`src/rtl/pipelined_cla_addsub.sv`:
```
// Pipelined two-level carry-lookahead adder/subtractor with valid/ready flow control.
// Each stage resolves one WIDTH/PIPE slice; unprocessed operands skew forward, finished sums deskew.
module pipelined_cla_addsub #(
    parameter int WIDTH = 16,
    parameter int GROUP = 4,
    parameter int PIPE  = 2
) (
    input  logic             clk,
    input  logic             rst,
    input  logic             in_valid,
    output logic             in_ready,
    input  logic [WIDTH-1:0] a,
    input  logic [WIDTH-1:0] b,
    input  logic             cin,
    input  logic             sub,
    output logic             out_valid,
    input  logic             out_ready,
    output logic [WIDTH-1:0] sum,
    output logic             cout,
    output logic             ovf,
    output logic             zero,
    output logic             neg
);
    localparam int S  = WIDTH / PIPE;
    localparam int NG = S / GROUP;

    if ((WIDTH % (PIPE * GROUP)) != 0) begin : g_bad_cfg
        $error("pipelined_cla_addsub: WIDTH must be a multiple of PIPE*GROUP");
    end

    // Two-level lookahead over one slice: returns {carry_out, sum}. Every carry is a
    // sum-of-products of generates/propagates, so no carry ripples between groups.
    function automatic logic [S:0] cla_slice(input logic [S-1:0] x,
                                             input logic [S-1:0] y,
                                             input logic         ci);
        logic [S-1:0]  p, g, s;
        logic [NG-1:0] gp, gg;
        logic [NG:0]   gc;
        logic          acc, prod;
        p  = x ^ y;
        g  = x & y;
        s  = '0;
        gp = '0;
        gg = '0;
        gc = '0;
        for (int gi = 0; gi < NG; gi++) begin
            acc  = 1'b0;
            prod = 1'b1;
            for (int j = GROUP - 1; j >= 0; j--) begin
                acc  = acc | (g[gi*GROUP+j] & prod);
                prod = prod & p[gi*GROUP+j];
            end
            gg[gi] = acc;
            gp[gi] = prod;
        end
        for (int gi = 0; gi <= NG; gi++) begin
            acc  = 1'b0;
            prod = 1'b1;
            for (int m = gi - 1; m >= 0; m--) begin
                acc  = acc | (gg[m] & prod);
                prod = prod & gp[m];
            end
            gc[gi] = acc | (prod & ci);
        end
        for (int gi = 0; gi < NG; gi++) begin
            for (int j = 0; j < GROUP; j++) begin
                acc  = 1'b0;
                prod = 1'b1;
                for (int m = j - 1; m >= 0; m--) begin
                    acc  = acc | (g[gi*GROUP+m] & prod);
                    prod = prod & p[gi*GROUP+m];
                end
                s[gi*GROUP+j] = p[gi*GROUP+j] ^ (acc | (prod & gc[gi]));
            end
        end
        return {gc[NG], s};
    endfunction

    logic adv_s;
    assign adv_s    = !out_valid || out_ready;
    assign in_ready = adv_s;

    for (genvar k = 0; k < PIPE; k++) begin : g_stg
        localparam int LO  = k * S;
        localparam int REM = WIDTH - LO;

        logic [REM-1:0]  a_in_s, b_in_s;
        logic            sub_in_s, c_in_s, vld_in_s;
        logic [S:0]      res_s;
        logic [LO+S-1:0] sum_nxt_s;
        logic [LO+S-1:0] sum_r;
        logic            vld_r;

        if (k == 0) begin : g_head
            assign a_in_s    = a;
            assign b_in_s    = b;
            assign sub_in_s  = sub;
            assign c_in_s    = sub | cin;
            assign vld_in_s  = in_valid;
            assign sum_nxt_s = res_s[S-1:0];
        end else begin : g_body
            assign a_in_s    = g_stg[k-1].g_skew.a_r;
            assign b_in_s    = g_stg[k-1].g_skew.b_r;
            assign sub_in_s  = g_stg[k-1].g_skew.sub_r;
            assign c_in_s    = g_stg[k-1].g_skew.c_r;
            assign vld_in_s  = g_stg[k-1].vld_r;
            assign sum_nxt_s = {res_s[S-1:0], g_stg[k-1].sum_r};
        end

        assign res_s = cla_slice(a_in_s[S-1:0], b_in_s[S-1:0] ^ {S{sub_in_s}}, c_in_s);

        // Stage valid bit and accumulated (deskewed) sum bits; the last stage is the output.
        always_ff @(posedge clk or posedge rst) begin
            if (rst) begin
                vld_r <= 1'b0;
                sum_r <= '0;
            end else if (adv_s) begin
                vld_r <= vld_in_s;
                sum_r <= sum_nxt_s;
            end
        end

        if (k < PIPE - 1) begin : g_skew
            logic [REM-S-1:0] a_r, b_r;
            logic             sub_r, c_r;

            // Operand bits still to be added, the mode bit and the slice carry move on.
            always_ff @(posedge clk or posedge rst) begin
                if (rst) begin
                    a_r   <= '0;
                    b_r   <= '0;
                    sub_r <= 1'b0;
                    c_r   <= 1'b0;
                end else if (adv_s) begin
                    a_r   <= a_in_s[REM-1:S];
                    b_r   <= b_in_s[REM-1:S];
                    sub_r <= sub_in_s;
                    c_r   <= res_s[S];
                end
            end
        end
    end

    logic             cout_r, ovf_r, zero_r, neg_r;
    logic [WIDTH-1:0] fin_sum_s;
    logic             fin_co_s, p_msb_s, c_msb_s;

    assign fin_sum_s = g_stg[PIPE-1].sum_nxt_s;
    assign fin_co_s  = g_stg[PIPE-1].res_s[S];
    assign p_msb_s   = g_stg[PIPE-1].a_in_s[S-1] ^ g_stg[PIPE-1].b_in_s[S-1] ^ g_stg[PIPE-1].sub_in_s;
    // The carry into the MSB is recovered from the MSB sum bit and its propagate.
    assign c_msb_s   = fin_sum_s[WIDTH-1] ^ p_msb_s;

    // Status flags registered alongside the final sum.
    always_ff @(posedge clk or posedge rst) begin
        if (rst) begin
            cout_r <= 1'b0;
            ovf_r  <= 1'b0;
            zero_r <= 1'b0;
            neg_r  <= 1'b0;
        end else if (adv_s) begin
            cout_r <= fin_co_s;
            ovf_r  <= c_msb_s ^ fin_co_s;
            zero_r <= ~|fin_sum_s;
            neg_r  <= fin_sum_s[WIDTH-1];
        end
    end

    assign out_valid = g_stg[PIPE-1].vld_r;
    assign sum       = g_stg[PIPE-1].sum_r;
    assign cout      = cout_r;
    assign ovf       = ovf_r;
    assign zero      = zero_r;
    assign neg       = neg_r;

endmodule
```
`config.mk`:
```
export PLATFORM = sky130hd
export DESIGN_NAME = pipelined_cla_addsub
export DESIGN_NICKNAME = d
export VERILOG_FILES = /design/src/rtl/pipelined_cla_addsub.sv
export SDC_FILE = /design/constraint.sdc
export NUM_CORES = 1
export LEC_CHECK = 0
export ABC_CLOCK_PERIOD_IN_PS = 3550
export CAP_MARGIN = 15
export CORE_AREA = 2 2 87 68
export CTS_BUF_LIST = sky130_fd_sc_hd__clkbuf_4 sky130_fd_sc_hd__clkbuf_8 sky130_fd_sc_hd__clkbuf_16
export DETAILED_ROUTE_END_ITERATION = 10
export DIE_AREA = 0 0 89 70
export GPL_TIMING_DRIVEN = 0
export HOLD_SLACK_MARGIN = 0.02
export PLACE_DENSITY = 0.8
export SETUP_SLACK_MARGIN = 0.4
export SYNTH_ARGS = -nofsm -noshare
export SYNTH_HDL_FRONTEND = slang
export SYNTH_SLANG_ARGS = --single-unit
```
`constraint.sdc`:
```
create_clock -name clk -period 3.55 [get_ports clk]
set_input_delay 0.5325 -clock clk [delete_from_list [all_inputs] [get_ports clk]]
set_output_delay 0.5325 -clock clk [all_outputs]
set_load 0.01 [all_outputs]
```
# After elaboration in Yosys (flattened, before gate mapping)
# Index checks and enable logic that the tools add are counted.
word_totals:
  reg_bits: 48
  wordCells: 153
classes:
  n_reduce_logical: 4
  bitwise_logic: 137
op_table:
  columns: ["cell", "count"]
  rows:
  - ["1-bit bitwise AND", 68]
  - ["1-bit OR", 43]
  - ["8-bit XOR", 4]
  - ["1-bit XOR", 20]
  - ["8-bit bitwise AND", 2]
  - ["16-bit OR reduction", 1]
  - ["1-bit logical NOT", 2]
  - ["1-bit logical OR", 1]

# Logic depth before layout (Yosys ltp)
logic_depth:
  word_depth: 12
  depth_mapped: 11
  mapped_depth_nobuf: 10

# Worst setup path after synthesis
# No wires, ideal clock.
synth_path:
  path_kind: "register to register"
  start: "register g_stg[0].g_skew.sub_r"
  end: "register zero_r (netlist: zero)"
  required_ns: 3.485
  path_stages_with_launch: 12
  synth_period_minus_slack_ns: 2.617
  slack_ns: 0.933
  arrival_ns: 2.552
  cell_sequence: "dfrtp_1 -> buf_6 -> xor2_1 -> ha_1 -> a21o_1 -> a21oi_2 -> and2_1 -> fa_1 -> nor4b_1 -> nand4_1 -> and4bb_1 -> a22o_1"
synth_via:
  elab_chain_len: 12
synth_rtl:
  columns: ["element", "line", "source"]
  rows:
  - ["start: declaration", "125", "logic sub_r, c_r;"]
  - ["start signal: assignment", "137", "sub_r <= sub_in_s;"]
  - ["8-bit XOR (*)", "110", "assign res_s = cla_slice(a_in_s[S-1:0], b_in_s[S-1:0] ^ {S{sub_in_s}}, c_in_s);"]
  - ["8-bit bitwise AND / 8-bit XOR (equally long branches)", "41, 40", null]
  - ["1-bit bitwise AND, on equally long branches", "50, 51", null]
  - ["1-bit OR, or another cell as far along (2 in a row)", "50", "acc = acc | (g[gi*GROUP+j] & prod);"]
  - ["1-bit OR / 1-bit bitwise AND (equally long branches)", "50, 63", null]
  - ["1-bit OR", "63", "gc[gi] = acc | (prod & ci);"]
  - ["1-bit bitwise AND", "73", "s[gi*GROUP+j] = p[gi*GROUP+j] ^ (acc | (prod & gc[gi]));"]
  - ["1-bit OR", "73", null]
  - ["1-bit XOR", "73", null]
  - ["16-bit OR reduction (*)", "164", "zero_r <= ~|fin_sum_s;"]
  - ["1-bit logical NOT (*)", "164", null]
  - ["end signal: assignment", "164", null]
  - ["end: declaration", "144", "logic cout_r, ovf_r, zero_r, neg_r;"]
# Every way passes the cells marked *; elsewhere a longest branch is shown, timed or not.
# A chain may end at the register's enable or synchronous reset.

# Worst setup path after layout
layout_path:
  start: "input port out_ready"
  end: "output port in_ready"
layout_via:
  elab_chain_len: 1
layout_rtl:
  columns: ["element", "line", "source"]
  rows:
  - ["start: declaration", "17", "input logic out_ready,"]
  - ["1-bit logical OR", "80", "assign adv_s = !out_valid || out_ready;"]
  - ["end: declaration", "11", "output logic in_ready,"]
# No other way between the ends.

==> results_dict.tcl <==
set metrics [dict create \
    routed_wl_um 5834 \
    grt_pass1_wl_um 9791 \
    grt_pass1_vias 2084 \
    core_um2 5525 \
    synth.net_count 343 \
    clk_pin_slew_ps 90 \
    cts_buffers 5 \
    crit_path_start_kind "input port" \
    cts-root-buf "clkbuf_8" \
    gp_congestion 0.8364 \
    initial_core_util 0.4866 \
    synthArstFlopShare 1.000 \
    dp_hpwl_um 4528 \
    relSlewSlack 0.6662 \
    ctsHoldBuffers 0 \
    synth_top_area_frac 0.4374 \
    die_area_um2 6230 \
    cts_sinks 47 \
    synth_warnings 0 \
    synthDistinctLibCells 46 \
    cts_tree "built" \
    p_leak_nw 1.627 \
    ir_drop_v 0.0002676 \
    drt_iter0_markers 59 \
    ff2ff_setup_slack_ps 700 \
    hold_violations 0 \
    cap_violations 0 \
    synth_cells 285 \
    timing.rr.start "g_stg[0].g_skew.sub_r" \
    wl_per_cell_um 13.54 \
    viasPerCell 4.995 \
    synth_seq_cells 47 \
    num_antenna_cells 0 \
    period_share 0.8519 \
    min_path_type "in2async" \
    post-cts-setup-buffer-count 0 \
    wl_met1_um 2888 \
    status "complete, no violations" \
    grt_max_degree 45 \
    syn_avg_cell_area_um2 9.434 \
    drt.antenna.violating_nets 0 \
    syn_area_um2 2689 \
    fin_setup_tns_ps 0 \
    antenna_found_initial 0 \
    combPwrFrac 0.436 \
    area_delta_synth_final_pct 30.85 \
    wl_met3_um 309 \
    cts_buffer_depth 2 \
    p_switching_w 0.0007451 \
    skew_ps 8.672 \
    synth_edf_count 0 \
    pwr-share-seq 0.372 \
    cp.required_ps 3020 \
    yosys.area.top_type "dfrtp_1" \
    rsz0062_at_grt "true" \
    clock_latency_ps 310 \
    grt_overflow_total 0 \
    core.rowCount 24 \
    slowest_stage "clkdlybuf4s50_1" \
    clock_power_share 0.191 \
    num_vias 2153 \
    crit_type "in2out" \
    drc 0 \
    critPathArrivalTime_ps 2490 \
    fp.dieW_um 89 \
    intPower_w 0.001367 \
    cpMostUsedCell "buf_2" \
    drt-pass1-iter-count 4 \
    track_usage 0.2058 \
    maxUsedRoutingLayer "met4" \
    fmax_ghz 0.3307 \
    r2r_cells 11 \
    critPathMaxFanout 10 \
    cts_resized 0 \
    endpoint_kind "output pin" \
    wl_met2_um 2535 \
    drive_above_1_share 0.08782 \
    startpoint "out_ready" \
    ys_seq_area_frac 0.4374 \
    power_density_nw_per_um2 600.2 \
    synth_common_cells "nand2_1, dfrtp_1, xor2_1" \
    cp_cell_sequence "clkdlybuf4s50_1, nor2b_1, buf_2, clkinvlp_4, buf_2, buf_2, clkdlybuf4s50_1" \
    yosysMostFrequentCell "nand2_1" \
    cp-endpoint "in_ready" \
    worst_hold_slack_ps 402.9 \
    cts_htree_levels 2 \
    die_y_um 70 \
    fin_crit_ps 3024 \
    io_buffer_count 59 \
    synth_flop_cell "dfrtp_1" \
    tightest_slew_ps 500.6 \
    r2r_end "zero" \
    switching_share 0.3528 \
    layout.nets 410 \
    final_max_slew_viol_count 0 \
    ios 60 \
    setup_viol 0 \
    n_fill_cell 490 \
    slowest_delay_ps 570 \
    synth.area.top_cells "dfrtp_1, nand2_1, ha_1, xor2_1, fa_1" \
]
[power groups by stage]
stage	logic (W)	registers, W	clock network, W
after floorplan	0.000518	0.000816	0
after global placement	0.000886	0.000790	0
after detailed placement	0.000919	0.000797	0
after CTS	0.000926	0.000786	0.000414
after global routing	0.00101	0.000806	0.000437
final	0.000921	0.000786	0.000404
[critical path: cells and delay by family]
kind | cells | cell delay, ps
buffers and inverters | 6 | 1900
AND/OR/NAND/NOR | 1 | 40
[how the worst min path moves through the flow]
| stage | from | end | slack (ps) | cells past startpoint |
|---|---|---|---|---|
| final | rst | ovf | 400 | 2 |
| after global routing | rst | cout | 390 | 2 |
| after CTS | rst | ovf | 400 | 2 |
| after detailed placement | g_stg[0].vld_r | out_valid | 450 | 1 |
| after global placement | g_stg[0].vld_r | out_valid | 450 | 1 |
| after floorplan | g_stg[0].vld_r | g_stg[0].vld_r | 430 | 2 |
[registers in the layout, indices dropped and copies added (netlist names)]
signal	cells
cout	1
g_stg.g_skew.a_r	8
g_stg.g_skew.b_r	8
g_stg.g_skew.c_r	1
g_stg.g_skew.sub_r	1
g_stg.sum_r	8
g_stg.vld_r	1
neg	1
out_valid	1
ovf	1
sum	15
zero	1
[per-stage QoR]
| step | utilization | cell area (µm²) | power (W) | setup WS, ps | std cells |
|---|---|---|---|---|---|
| floorplan | - | 2689 | 0.001334 | 932.5 | 285 |
| global placement | 0.6112 | 3377 | 0.001676 | 336.8 | 422 |
| detailed placement | 0.6148 | 3397 | 0.001716 | 237.8 | 423 |
| CTS | 0.6359 | 3513 | 0.002125 | 437.5 | 431 |
| global route | 0.6368 | 3518 | 0.002259 | 392.9 | 431 |
| finish | 0.6368 | 3518 | 0.002112 | 525.9 | 431 |
[layout by cell type, fill, tap and decap left out, types with 3 or more instances in the layout]
cell type,Yosys,layout
a21o_1,4,4
a21oi_1,13,13
buf_2,6,6
clkbuf_1,6,5
clkbuf_8,0,5
clkdlybuf4s50_1,0,59
dfrtp_1,47,47
fa_1,4,4
ha_1,16,16
inv_1,10,8
nand2_1,86,86
nand4_1,3,3
nor2_1,15,15
o21a_1,4,4
o21ai_0,6,6
o21ai_1,3,3
xnor2_1,3,3
xor2_1,22,22
[logic make-up (layout without fill, tap and decap cells)]
logic type | after synthesis | in the layout | synth area share
flip-flops | 47 | 47 | 0.4374
buffers and inverters | 25 | 93 | 0.04467
AND/OR/NAND/NOR | 120 | 120 | 0.1964
multiplexers | 1 | 1 | 0.004188
AO/OA/AOI/OAI | 44 | 44 | 0.1052
adder cells (fa/ha/maj) | 20 | 20 | 0.1042
XOR/XNOR | 28 | 28 | 0.1080
[area by class of cell]
cell class              instances  area (µm²)  area share
repair buffers                 60       610.6      0.1735
clock inverters                 3       47.55     0.01351
inverters                      10       41.29     0.01174
well taps                      78       97.59     0.02774
clock buffers                   5       68.82     0.01956
plain buffers                  15       83.83     0.02383
multi-input cells             213        1393      0.3958
flip-flops and latches         47        1176      0.3343
[layer usage]
metal  up-vias  global-route usage
met5         -                   0
met2        72              0.3018
li1       1074                   -
met4         0             0.07297
met1       997              0.3016
met3        10             0.04374
Power figures use the tool's default switching activity.
